===== src/rtl/cv32e40s_fetch_sequencer.sv =====
// Fetch sequencer: gates prefetch requests to DEPTH, drops stale responses
// after a branch, and sequences pointer fetches (issue, wait, halt).
// Ports: clk, rst_n; branch_i/branch_addr_i/ptr_access_i from IF control;
//   fetch_* to/from prefetcher; resp_valid_i from bus; fifo_* to/from the
//   instruction FIFO; halted_o is high in HALT.
// Macro CV32E40S_FETCH_POP_CREDIT_EN: credit a same-cycle FIFO pop to capacity.
module cv32e40s_fetch_sequencer #(
  parameter  int DEPTH = 2,
  localparam int CNT_W = $clog2(DEPTH+1)
) (
  input  logic        clk,
  input  logic        rst_n,
  input  logic        branch_i,
  input  logic [31:0] branch_addr_i,
  input  logic        ptr_access_i,
  output logic        fetch_valid_o,
  input  logic        fetch_ready_i,
  output logic        fetch_branch_o,
  output logic [31:0] fetch_branch_addr_o,
  output logic        fetch_ptr_access_o,
  input  logic        resp_valid_i,
  output logic        fifo_push_o,
  output logic        fifo_ptr_o,
  output logic        fifo_flush_o,
  input  logic        fifo_pop_i,
  output logic        halted_o
);

  localparam logic [1:0] S_RUN   = 2'd0;
  localparam logic [1:0] S_PISS  = 2'd1;
  localparam logic [1:0] S_PWAIT = 2'd2;
  localparam logic [1:0] S_HALT  = 2'd3;

  logic [1:0]       r_state, w_state_d;
  logic [CNT_W-1:0] r_out, r_disc, r_occ;
  logic [CNT_W-1:0] w_out_d, w_disc_d, w_occ_d;
  logic [CNT_W-1:0] w_occ_eff;
  logic [CNT_W:0]   w_sum;
  logic             w_cap_ok, w_accept, w_live;
  logic             w_resp, w_pop, w_run;

  // Guards keep counters from wrapping on illegal stimulus.
  assign w_resp = resp_valid_i & (r_out != '0);

`ifdef CV32E40S_FETCH_POP_CREDIT_EN
  assign w_occ_eff = branch_i ? '0 :
    r_occ - CNT_W'(fifo_pop_i & (r_occ != '0));
`else
  assign w_occ_eff = branch_i ? '0 : r_occ;
`endif

  assign w_sum    = {1'b0, r_out} + {1'b0, w_occ_eff};
  assign w_cap_ok = w_sum < (CNT_W+1)'(DEPTH);

  assign w_run = (r_state == S_RUN) | (r_state == S_PISS);

  assign fetch_valid_o = rst_n & (branch_i | w_run) & w_cap_ok;
  assign w_accept      = fetch_valid_o & fetch_ready_i;

  assign fetch_branch_o      = branch_i;
  assign fetch_branch_addr_o = branch_addr_i;
  assign fetch_ptr_access_o  = branch_i & ptr_access_i;
  assign fifo_flush_o        = branch_i;

  assign w_live      = resp_valid_i & (r_disc == '0) & ~branch_i;
  assign fifo_push_o = w_live;
  assign fifo_ptr_o  = w_live & (r_state == S_PWAIT);
  assign halted_o    = (r_state == S_HALT);

  always_comb begin
    w_state_d = r_state;
    if (branch_i) begin
      if (ptr_access_i)
        w_state_d = w_accept ? S_PWAIT : S_PISS;
      else
        w_state_d = S_RUN;
    end else begin
      unique case (1'b1)
        (r_state == S_PISS):  if (w_accept) w_state_d = S_PWAIT;
        (r_state == S_PWAIT): if (w_live) w_state_d = S_HALT;
        default: ;
      endcase
    end
  end

  assign w_pop = fifo_pop_i & ((r_occ != '0) | w_live);

  always_comb begin
    w_out_d  = r_out + CNT_W'(w_accept) - CNT_W'(w_resp);
    w_disc_d = r_disc;
    w_occ_d  = r_occ + CNT_W'(w_live) - CNT_W'(w_pop);
    if (branch_i) begin
      // Every older in-flight transaction is still owed a response.
      w_disc_d = r_out - CNT_W'(w_resp);
      w_occ_d  = '0;
    end else if (resp_valid_i && r_disc != '0) begin
      w_disc_d = r_disc - 1'b1;
    end
  end

  always_ff @(posedge clk or negedge rst_n) begin
    if (!rst_n) begin
      r_state <= S_RUN;
      r_out   <= '0;
      r_disc  <= '0;
      r_occ   <= '0;
    end else begin
      r_state <= w_state_d;
      r_out   <= w_out_d;
      r_disc  <= w_disc_d;
      r_occ   <= w_occ_d;
    end
  end

endmodule


===== config.mk =====
export PLATFORM = sky130hd
export DESIGN_NAME = cv32e40s_fetch_sequencer
export DESIGN_NICKNAME = d
export VERILOG_FILES = /design/src/rtl/cv32e40s_fetch_sequencer.sv
export SDC_FILE = /design/constraint.sdc
export NUM_CORES = 1
export LEC_CHECK = 0
export BUFFER_PORTS_ARGS = -buffer_cell sky130_fd_sc_hd__buf_2
export CORE_UTILIZATION = 39
export CTS_CLUSTER_SIZE = 30
export DETAILED_ROUTE_END_ITERATION = 8
export GPL_ROUTABILITY_DRIVEN = 0
export PLACE_DENSITY_LB_ADDON = 0.3
export SLEW_MARGIN = 20
export SYNTH_ARGS = -nofsm -noshare
export SYNTH_HDL_FRONTEND = slang
export SYNTH_SLANG_ARGS = --single-unit
export TNS_END_PERCENT = 20

===== constraint.sdc =====
create_clock -name clk -period 3.85 [get_ports clk]
set_clock_uncertainty 0.1 [all_clocks]
set_input_delay 0.1925 -clock clk [delete_from_list [all_inputs] [get_ports clk]]
set_output_delay 0.1925 -clock clk [all_outputs]
set_load 0.005 [all_outputs]

* Word-level counts from Yosys, hierarchy flattened
Index checks and enable logic that the tools add are counted.
** Word-level totals
- Input bits :: 39
- Logic and storage cells :: 49
- Flip-flop bits (word level) :: 8
- Output and inout bits :: 39
** Operators by class
- Magnitude comparators :: 1
- Add/subtract/negate cells :: 7
- Eq/ne operators :: 5
- Bitwise gates (word level) :: 13
- Multiplexer cells :: 10
- Reduce and logical (&&, ||, !) cells :: 9
** Operator list (count)
- 2-to-1 mux 2 bit :: 9
- bitwise AND 1 bit :: 9
- nonzero test 2 bit :: 4
- inequality test 3 bit, second input constant :: 2
- subtractor 2 x 1 -> 2 bit :: 3
- adder 2 x 1 -> 2 bit :: 2
- == test 2 bit, second input constant :: 2
- zero test 2 bit :: 2
- case mux 2 bit (2 select lines) :: 1
- adder 2 x 2 -> 3 bit :: 1
- less-than comparator 3 x 2 -> 1 bit, second input constant :: 1
- bitwise OR 1 bit :: 3
- AND reduction 3 bit :: 1
- nonzero test 3 bit :: 1
- == test 2 x 1 -> 1 bit, second input constant :: 1
- subtractor 2 x 1 -> 2 bit, second input constant :: 1
- logical AND 1 bit :: 1
- NOT 1 bit :: 1

* Depth between registers and ports, before layout
Gate-level depths: netlist of the first run.
- Word-level depth :: 9
- Mapped depth :: 10
- Mapped depth without buffers :: 10

* Least setup slack after synthesis of the first run
Ideal clock, no wire load.
- Kind :: register to register
- Start point :: register r_out[0]
- End point :: register r_out[1]
- Clock period less this slack :: 2.373 ns
- Setup slack :: 1.477 ns
- Arrival :: 2.147 ns
- Required time :: 3.624 ns
- Buffers on the path :: 0
- Stages on the path, launching flop included :: 11
- Cells stage by stage :: dfrtp_1 > inv_1 > nor3_1 > fa_1 > and4bb_2 > nand2_1 > ha_1 > inv_1 > ha_1 > xnor2_1 > xnor2_1
** Between the ends
- Longest elaborated chain between the ends :: 6
- Elaborated cells between the ends (all ways) :: 8
- Classes of those cells :: 3 x add/sub; 1 x order compare; 3 x bitwise; 1 x reduce/logical
** RTL lines
- from (decl) :: line 35 : logic [CNT_W-1:0] r_out, r_disc, r_occ;
- from (signal assigned) :: line 109 : r_out <= w_out_d;
- adder 2 x 2 -> 3 bit :: line 52 : assign w_sum = {1'b0, r_out} + {1'b0, w_occ_eff};
- less-than comparator 3 x 2 -> 1 bit :: line 53 : assign w_cap_ok = w_sum < (CNT_W+1)'(DEPTH);
- bitwise AND 1 bit :: line 57 : assign fetch_valid_o = rst_n & (branch_i | w_run) & w_cap_ok;
- bitwise AND 1 bit :: line 58 : assign w_accept = fetch_valid_o & fetch_ready_i;
- adder 2 x 1 -> 2 bit :: line 89 : w_out_d = r_out + CNT_W'(w_accept) - CNT_W'(w_resp);
- subtractor 2 x 1 -> 2 bit (*) :: line 89
- net w_out_d[1] :: line 36 : logic [CNT_W-1:0] w_out_d, w_disc_d, w_occ_d;
Mark *: on every way through the listed nets, which the timed path passes. The rest lies on a longest branch.
A chain may end at the register's enable or synchronous reset.

* Worst setup path in the final report of the first run
Ends and elaborated chain as after synthesis.

==> results of run 1 <==
==> cells in the final DEF, fill, tap and decap left out, drive strengths merged <==
| cell | Yosys | final |
|---|---|---|
| fa | 1 | 1 |
| ha | 6 | 6 |
| xor2 | 1 | 1 |
| and3 | 1 | 1 |
| a211oi | 1 | 1 |
| buf | 35 | 13 |
| and4bb | 1 | 1 |
| nor2b | 2 | 2 |
| nand2b | 3 | 3 |
| nor3 | 2 | 2 |
| clkbuf | 0 | 3 |
| o21ai | 1 | 1 |
| dlygate4sd3 | 0 | 1 |
| xnor2 | 5 | 5 |
| nor2 | 3 | 3 |
| dfrtp | 8 | 8 |
| or2 | 1 | 1 |
| o31a | 1 | 1 |
| nor3b | 1 | 1 |
| inv | 8 | 8 |
| and2 | 1 | 1 |
| nand2 | 4 | 4 |
| a21oi | 4 | 4 |
| mux2i | 1 | 1 |
| o21a | 1 | 1 |
==> path summary, 6_finish.rpt <==
kind                                    startpoint  slack (ns)                      to
worst max-delay path            r_out[0]$_DFF_PN0_        1.38      r_out[1]$_DFF_PN0_
worst min-delay path                  ptr_access_i        0.19  r_state[1]$_DFFE_PN0P_
worst max register to register  r_out[0]$_DFF_PN0_        1.38      r_out[1]$_DFF_PN0_
worst min register to register  r_out[0]$_DFF_PN0_        0.44      r_out[0]$_DFF_PN0_
max in group asynchronous                    rst_n        3.26      r_occ[0]$_DFF_PN0_
min in group asynchronous                    rst_n        0.21      r_out[0]$_DFF_PN0_
==> state kept, by name, indices dropped and copies added (netlist names) <==
signal and flops:
r_disc 2, r_occ 2, r_out 2, r_state 2
==> synthesized netlist by cell type <==
library cell / count
dfrtp_1: 8
and4bb_2: 1
buf_4: 35
nand2_2: 1
nand2_1: 3
mux2i_1: 1
ha_1: 6
nor3b_1: 1
o31a_1: 1
o21a_1: 1
nor2b_1: 2
a21oi_1: 4
fa_1: 1
nor3_1: 2
xor2_1: 1
a211oi_1: 1
nor2_1: 3
o21ai_1: 1
and2_1: 1
nand2b_1: 3
xnor2_1: 5
or2_1: 1
inv_1: 8
and3_1: 1
==> power groups by stage <==
stage / combinational (mW) / clock (mW) / sequential [mW]
after floorplan: 0.205 / 0 / 0.146
after global placement: 0.214 / 0 / 0.153
after detailed placement: 0.217 / 0 / 0.154
after CTS: 0.219 / 0.0725 / 0.152
after global routing: 0.250 / 0.0748 / 0.157
final: 0.213 / 0.0673 / 0.151
==> critical path, stage by stage (launching register included) <==
cell	delay (ns)
dfrtp_1	0.37
inv_1	0.07
nor3_1	0.23
fa_1	0.46
and4bb_2	0.34
nand2_1	0.06
ha_1	0.26
inv_1	0.03
ha_1	0.17
xnor2_1	0.13
xnor2_1	0.12
==> kinds of logic (layout without fill, tap and decap cells) <==
family / after synthesis / count (layout) / synth area share
DFF: 8 / 8 / 0.248
muxes: 1 / 1 / 0.0124
adders and majority gates: 7 / 7 / 0.118
AOI/OAI and AO/OA: 8 / 8 / 0.0604
xor gates and xnor gates: 6 / 6 / 0.0650
and+or+nand+nor: 19 / 19 / 0.135
buffers and inverters: 43 / 25 / 0.362
==> area by class of cell <==
class | count | area share
Inverter | 8 | 0.0444
Tap cell | 27 | 0.0499
Sequential cell | 8 | 0.296
Timing Repair Buffer | 14 | 0.111
Multi-Input combinational cell | 41 | 0.466
Clock buffer | 3 | 0.0333
==> timing repair <==
item / in CTS / in global routing
buffers inserted: 0 / 0
endpoints found under the hold margin: 8 / 0
resized for setup: 0 / 0
hold buffers: 1 / 0
==> stage by stage <==
| step | cells | setup slack [ns] | utilization | hold WS, ns |
|---|---|---|---|---|
| global route | 101 | 1.21 | 0.345 | 0.197 |
| floorplan | 92 | 1.48 | - | -0.203 |
| finish | 101 | 1.38 | 0.345 | 0.190 |
| CTS | 101 | 1.38 | 0.345 | 0.182 |
| global placement | 97 | 1.42 | 0.328 | -0.0360 |
| detailed placement | 97 | 1.39 | 0.328 | -0.0365 |
==> routing by layer <==
layer  track usage  vias to the layer above  routed length (um)
met4        0.0914                        0                  58
met1         0.144                      207                 525
met5             0                        -                   0
met3        0.0792                       14                 144
met2         0.153                       26                 449
li1              -                      220                   -
==> flow_metrics.tcl, run 1 <==
set metrics [dict create \
    drc_errors 0 \
    synth_warnings 0 \
    fillers 223 \
    grt_pass1_vias 418 \
    post_drt_wl_per_cell_um 11.7 \
    max_freq_mhz 405 \
    cp-end-kind "register" \
    cts_tree "yes" \
    post_dp_cell_area_um2 644 \
    hold_viol_final 0 \
    tightest_slew_ns 0.274 \
    portBuffers 13 \
    initial_core_util 0.412 \
    die_w_um 47.5 \
    seq_power_share 0.351 \
    vias 467 \
    netlist_area_um2 808 \
    drt-total-wl_mm 1.18 \
    drive_gt1_frac 0.243 \
    rr_worst_depth 10 \
    synth_top_area_frac 0.325 \
    max_cap_violations 0 \
    yosysTopAreaCell "buf_4" \
    grt_max_degree 15 \
    worstSetupPathType "register to register" \
    root_buffer "clkbuf_4" \
    grt_pass1_wl_mm 1.80 \
    hold_class "input port to register" \
    hold_depth 5 \
    setup_violations 0 \
    maxSlewViolCount 0 \
    dpl.hpwl_um 899 \
    routed_via_density 4.62 \
    stdcell_area_um2 677 \
    cts.sinks 8 \
    syn_nets 138 \
    period_share 0.642 \
    cts.reportedPaths.clkPinSlew_ns 0.06 \
    num_antenna_cells 0 \
    crit_path_start_kind "register" \
    first_pass_iters 3 \
    synth_cells 92 \
    ant_nets 0 \
    rsz0062_at_grt "no" \
    power_mw 0.432 \
    regArea_um2 200 \
    dr.first_iter.drc_count 3 \
    fin_crit_ns 2.47 \
    powerDensity_nw_per_um2 638 \
    clockBufferDepth 2 \
    multi_input_area_um2 315 \
    clock_power_share 0.156 \
    required_ns 3.89 \
    yosysUniqueCellTypes 24 \
    row_count 16 \
    grt_overflow 0 \
    max_slew_margin 0.817 \
    syn_area_per_cell_um2 8.79 \
    power.leakage_nw 0.352 \
    ys_ff_latch 8 \
    p_switching_mw 0.160 \
    cts_buffers 3 \
    ctsHtreeMaxLevel 1 \
    ios 78 \
    grt_usage 0.121 \
    areaGrowthSynthToFinish_pct -16.3 \
    power.share.switching 0.370 \
    finalNetCount 122 \
    status "finished, final reports clean" \
    core_um2 1960 \
    finalSetupTns_ns 0 \
    ys_seq_area_frac 0.248 \
    die_area_um2 2260 \
    dieHeight_um 47.5 \
    intPower_mw 0.272 \
    insertion_delay_ns 0.26 \
    vdd_drop_max_mv 0.227 \
    crit_arrival_ns 2.51 \
    cp_max_fo 4 \
    grt_antenna_before_repair 0 \
    power.share.combinational 0.494 \
    synth_area_leaders "buf_4 33%, dfrtp_1 25%, ha_1 9.3%" \
]
Note: power is estimated with default switching activity, not from simulation.
==> inputs of run 2 (changes only) <==
--- a/config.mk
+++ b/config.mk
@@ -5,8 +5,9 @@
 export SDC_FILE = /design/constraint.sdc
 export NUM_CORES = 1
 export LEC_CHECK = 0
+export ABC_AREA = 1
 export BUFFER_PORTS_ARGS = -buffer_cell sky130_fd_sc_hd__buf_2
-export CORE_UTILIZATION = 39
+export CORE_UTILIZATION = 37
 export CTS_CLUSTER_SIZE = 30
 export DETAILED_ROUTE_END_ITERATION = 8
 export GPL_ROUTABILITY_DRIVEN = 0
==> constraint.sdc (replaced) <==
create_clock -name clk -period 2.4 [get_ports clk]
set_clock_uncertainty 0.1 [all_clocks]
set_input_delay 0.12 -clock clk [delete_from_list [all_inputs] [get_ports clk]]
set_output_delay 0.12 -clock clk [all_outputs]
set_load 0.005 [all_outputs]
==> run 2 against run 1 <==
Against the previous run:
- clock-buffer cell count unchanged
- synthesized cell count up 26%
- final cell count up 27%
- area after synthesis up 9.8%
- global-route usage up 0.22 points
- wire length up 19%
- sequential power up 58%
- final area up 16%
==> flow_metrics.tcl, run 2 <==
set metrics [dict create \
    cts_tree "yes" \
    row_count 17 \
    crit_path_start_kind "input port" \
    ys_ff_latch 8 \
    core_um2 2230 \
    intPower_mw 0.439 \
    yosysMostFrequentCell "buf_4" \
    grt_max_degree 11 \
    seq_power_share 0.311 \
    worstSetupPathType "input port to register" \
    synth_area_leaders "buf_4 29%, dfrtp_1 23%, ha_1 8.5%" \
    power.share.combinational 0.551 \
    synth_top_area_frac 0.288 \
    power.leakage_nw 0.446 \
    routed_via_density 4.55 \
    cts.reportedPaths.clkPinSlew_ns 0.05 \
    grt_overflow 0 \
    cts_buffers 3 \
    ctsHtreeMaxLevel 1 \
    p_switching_mw 0.326 \
    yosysUniqueCellTypes 21 \
    hold_class "input port to register" \
    critical-path-slowest-cell "dlygate4sd3_1" \
    required_ns 2.44 \
    period_share 0.968 \
    power.share.switching 0.426 \
    drive_gt1_frac 0.300 \
    dpl.hpwl_mm 1.12 \
    die_area_um2 2600 \
    portBuffers 13 \
    met2WireLength_um 647 \
    tightest_slew_ns 0.249 \
    drt-total-wl_mm 1.40 \
    place_inst 123 \
    insertion_delay_ns 0.26 \
    dr.first_iter.drc_count 3 \
    clock_power_share 0.138 \
    max_cap_violations 0 \
    areaGrowthSynthToFinish_pct -11.1 \
    synth_cells 116 \
    die_w_um 51.0 \
    power_mw 0.765 \
    root_buffer "clkbuf_4" \
    setup_violations 0 \
    post_drt_wl_per_cell_um 11.0 \
    ys_async_sr_fraction 1.00 \
    cts.sinks 8 \
    synthTopCellsByCount "34 x buf_4, 15 x inv_1, 14 x nand2_1" \
    cp_max_fo 4 \
    num_antenna_cells 0 \
    hold_viol_final 0 \
    rrSetupSlack_ns 0.17 \
    syn_area_per_cell_um2 7.65 \
    synth_edf_count 0 \
    max_slew_margin 0.833 \
    ys_seq_area_frac 0.226 \
    met1Wirelength_um 548 \
    netlist_area_um2 887 \
    ant_nets 0 \
    grt_usage 0.124 \
    fin_crit_ns 2.32 \
    vdd_drop_max_mv 0.378 \
    final_cell_mix "15 x inv_1, 14 x nand2_1, 13 x buf_2" \
    synth-main-ff-cell "dfrtp_1" \
    final_common_cell "inv_1" \
    drc_errors 0 \
    cp-end-kind "register" \
    grt_pass1_wl_mm 2.32 \
    ios 78 \
    status "finished, final reports clean" \
    dieHeight_um 51.0 \
    hold_slack_ns 0.128 \
    finalSetupTns_ns 0 \
    synth_warnings 0 \
    first_pass_iters 2 \
    initial_core_util 0.397 \
    clockBufferDepth 2 \
    syn_nets 162 \
    yosysTopAreaCell "buf_4" \
    grt_pass1_vias 592 \
    crit_arrival_ns 2.36 \
    crit_chain "dlygate4sd3_1, buf_2, nor3_2, fa_1, nor2_1, nand4_2, ha_4, inv_1, ha_1, xnor2_1" \
    grt_antenna_before_repair 0 \
    wl_met3_um 137 \
    cpPeakStageDelay_ns 0.53 \
    finalNetCount 148 \
    top_layer "met4" \
    maxSlewViolCount 0 \
    stdcell_count 128 \
    vias 583 \
    powerDensity_nw_per_um2 970 \
    max_freq_mhz 431 \
]
==> run 2: cell count changes after synthesis, sizes merged, moves of 2 or more <==
cell / previous run / this run
o21ai: 1 / 3
inv: 8 / 18
nor2b: 2 / 0
nor2: 3 / 13
xnor2: 5 / 3
nand2: 4 / 16
a21oi: 4 / 1
nand3: 0 / 4
nand4: 0 / 3
nand2b: 3 / 0
==> run 2: final cells by class <==
type	instances	area [um^2]
multi-input cells	55	370
clock buffers	3	22.5
repair buffers	16	92.6
well taps	28	35.0
fillers	250	1450
inverters	18	67.6
flip-flops and latches	8	200
==> run 2: timing repair <==
action / CTS / global route
gates resized for setup: 0 / 2
buffers inserted: 0 / 0
endpoints found under the hold margin: 9 / 0
endpoints found under the setup margin: 0 / 2
hold buffers: 2 / 0
==> run 2: cell families after synthesis <==
group                    Yosys count  share of synthesized area
buffers and inverters             53                      0.377
AND/OR/NAND/NOR                   37                      0.203
flip-flops                         8                      0.226
adder cells (fa/ha/maj)            7                      0.107
AO/OA/AOI/OAI                      6                     0.0381
XOR/XNOR                           5                     0.0494
==> run 2: power groups by stage <==
| stage | registers [mW] | clock network (mW) | logic, mW |
|---|---|---|---|
| 6_report | 0.238 | 0.105 | 0.422 |
| 5_1_grt | 0.246 | 0.116 | 0.501 |
| 4_1_cts | 0.238 | 0.110 | 0.412 |
| 3_5_place_dp | 0.240 | 0 | 0.408 |
| 3_3_place_gp | 0.240 | 0 | 0.395 |
| 2_1_floorplan | 0.232 | 0 | 0.370 |
==> run 2: final timing paths <==
check,from,to,cells past startpoint
worst min-delay path,ptr_access_i,r_state[1]$_DFFE_PN0P_,5
min in group asynchronous,rst_n,r_out[1]$_DFF_PN0_,2
worst max register to register,r_out[0]$_DFF_PN0_,r_out[1]$_DFF_PN0_,9
worst max-delay path,branch_i,r_out[1]$_DFF_PN0_,10
max in group asynchronous,rst_n,r_out[0]$_DFF_PN0_,2
worst min register to register,r_out[0]$_DFF_PN0_,r_out[0]$_DFF_PN0_,1
==> run 2: through the flow <==
| stage | cell area [um^2] | util | worst slack [ns] |
|---|---|---|---|
| finish | 788 | 0.353 | 0.0779 |
| global route | 788 | 0.353 | -0.0273 |
| CTS | 771 | 0.345 | 0.0446 |
| detailed placement | 728 | 0.326 | 0.185 |
| global placement | 728 | 0.326 | 0.237 |
| floorplan | 887 | - | 0.302 |
==> run 2: routing by layer <==
metal / track usage / vias to the layer above
li1: - / 291
met1: 0.121 / 254
met2: 0.191 / 22
met3: 0.0595 / 16
met4: 0.111 / 0
met5: 0 / -
==> run 2: worst max-delay path, delay by kind of cell <==
family | cells | cell delay (ns)
adders and majority gates | 3 | 0.93
buffers and inverters | 3 | 0.72
and+or+nand+nor | 3 | 0.45
xor gates and xnor gates | 1 | 0.13
==> inputs of run 3 (changes only) <==
--- a/config.mk
+++ b/config.mk
@@ -12,6 +12,7 @@
 export DETAILED_ROUTE_END_ITERATION = 8
 export GPL_ROUTABILITY_DRIVEN = 0
 export PLACE_DENSITY_LB_ADDON = 0.3
+export REMOVE_ABC_BUFFERS = 1
 export SLEW_MARGIN = 20
 export SYNTH_ARGS = -nofsm -noshare
 export SYNTH_HDL_FRONTEND = slang
==> run 3 against run 2 <==
Against the previous run:
- critical path depth down 1
- combinational power down 4%
- non-clock buffer count down 1
- fmax up 4.8%
- global-route usage up 8.0 points
- flip-flop and latch count unchanged
- final cell count down 0.78%
- power down 2.4%
- largest power group unchanged
==> flow_metrics.tcl, run 3 (same netlist as run 2, synthesis figures left out) <==
set metrics [dict create \
    max_cap_violations 0 \
    max_slew_margin 0.836 \
    crit_buf_inv 2 \
    hold_viol_final 0 \
    post_cts_buffers 0 \
    worstSetupPathType "register to register" \
    first_pass_iters 4 \
    drc_errors 0 \
    r2r_start "r_out[0]$_DFF_PN0_" \
    power_mw 0.747 \
    initial_core_util 0.397 \
    ctsHtreeMaxLevel 1 \
    cp_max_fo 3 \
    crit_cells 9 \
    grt_max_degree 12 \
    row_count 17 \
    finalSetupTns_ns 0 \
    maxSlewViolCount 0 \
    r2r-end "r_out[1]$_DFF_PN0_" \
    fillers 241 \
    required_ns 2.44 \
    hold_class "input port to register" \
    cts_buffers 3 \
    grt_pass1_wl_mm 3.59 \
    grt_overflow 0 \
    crit_chain "inv_1, nor3_1, fa_1, nor2_1, nand4_2, ha_1, inv_1, ha_1, xnor2_1" \
    vias 609 \
    vdd_drop_max_mv 0.582 \
    status "finished, final reports clean" \
    ant_nets 0 \
    crit_family "adder cells" \
    critical-path-slowest-cell "fa_1" \
    max_freq_mhz 451 \
    portBuffers 13 \
    crit_arrival_ns 2.25 \
    rr_worst_depth 9 \
    routed_via_density 4.80 \
    hold_slack_ns 0.123 \
    setup_violations 0 \
    tightest_slew_ns 0.246 \
    drive_gt1_frac 0.283 \
    crit_path_start_kind "register" \
    clockBufferDepth 2 \
    die_area_um2 2600 \
    cts_resized 0 \
    die_w_um 51.0 \
    cts.sinks 8 \
    grt_antenna_before_repair 0 \
    dr.first_iter.drc_count 4 \
    insertion_delay_ns 0.26 \
    post_drt_wl_per_cell_um 19.0 \
    regArea_um2 200 \
    drt-total-wl_mm 2.41 \
    cts_tree "yes" \
    cp-end-kind "register" \
    grt_pass1_vias 605 \
    cts.reportedPaths.clkPinSlew_ns 0.06 \
    min_from "ptr_access_i" \
    rrSetupSlack_ns 0.18 \
    final_cell_mix "15 x inv_1, 14 x nand2_1, 13 x buf_2" \
    ios 78 \
    root_buffer "clkbuf_4" \
    num_antenna_cells 0 \
    fin_crit_ns 2.22 \
    period_share 0.923 \
    min_to "r_state[1]$_DFFE_PN0P_" \
    dieHeight_um 51.0 \
    finalNetCount 147 \
    grt_usage 0.204 \
    core_um2 2230 \
    rsz0062_at_grt "no" \
    final_common_cell "inv_1" \
    multi_input_area_um2 353 \
    hold_depth 5 \
    powerDensity_nw_per_um2 981 \
    power.leakage_nw 0.440 \
    cpPeakStageDelay_ns 0.46 \
    areaGrowthSynthToFinish_pct -14.2 \
    dpl.hpwl_mm 1.99 \
]
run 3: cell types whose count changed in the layout (fill, tap and decap cells not counted):
cell and delta:
nor3_2 -1, ha_4 -1, nor3_1 +1, ha_1 +1, dlygate4sd3_1 -1
run 3: worst max path at each step:
stage	start	to	slack (ns)
floorplan	r_out[0]$_DFF_PN0_	r_out[1]$_DFF_PN0_	0.30
global placement	r_out[0]$_DFF_PN0_	r_out[1]$_DFF_PN0_	0.23
global route	r_out[0]$_DFF_PN0_	r_out[1]$_DFF_PN0_	0.001
CTS	r_out[0]$_DFF_PN0_	r_out[1]$_DFF_PN0_	0.18
finish	r_out[0]$_DFF_PN0_	r_out[1]$_DFF_PN0_	0.18
detailed placement	r_out[0]$_DFF_PN0_	r_out[1]$_DFF_PN0_	0.20
run 3: area by class of cell:
cell class	instances	share of cell area
Inverter	18	0.0888
Multi-Input combinational cell	55	0.464
Timing Repair Buffer	15	0.109
Tap cell	28	0.0461
Sequential cell	8	0.263
Clock buffer	3	0.0296
run 3: metrics by stage:
| stage | util | cells | setup slack [ns] | cell area (um^2) |
|---|---|---|---|---|
| final | 0.341 | 127 | 0.184 | 761 |
| after global routing | 0.341 | 127 | 0.00117 | 761 |
| after CTS | 0.341 | 127 | 0.179 | 761 |
| after detailed placement | 0.326 | 123 | 0.195 | 728 |
| after global placement | 0.326 | 123 | 0.232 | 728 |
| after floorplan | - | 81 | 0.302 | 621 |
run 3: routing by layer:
| layer | vias up | wire, um | track usage |
|---|---|---|---|
| met5 | - | 0 | 0 |
| met4 | 0 | 0 | 0.0139 |
| met3 | 0 | 584 | 0.238 |
| met2 | 46 | 817 | 0.221 |
| met1 | 274 | 1010 | 0.259 |
| li1 | 289 | - | - |
run 3: repair_timing:
| action | in CTS | in global routing |
|---|---|---|
| hold endpoints to repair | 8 | 0 |
| hold buffers | 1 | 0 |
| setup endpoints to repair | 0 | 0 |
run 3: worst register-to-register path: cells and delay by family, from the launching register on:
kind                       cells  cell delay (ns)
buffers and inverters          2             0.11
DFF                            1             0.36
adders and majority gates      3             0.93
xor gates and xnor gates       1             0.12
and+or+nand+nor                3             0.47
run 3: power breakdown:
part | switching, mW | internal, mW | leakage [nW] | total [mW]
logic | 0.224 | 0.180 | 0.328 | 0.404
clock network | 0.0487 | 0.0574 | 0.0138 | 0.106
registers | 0.0409 | 0.195 | 0.0985 | 0.236
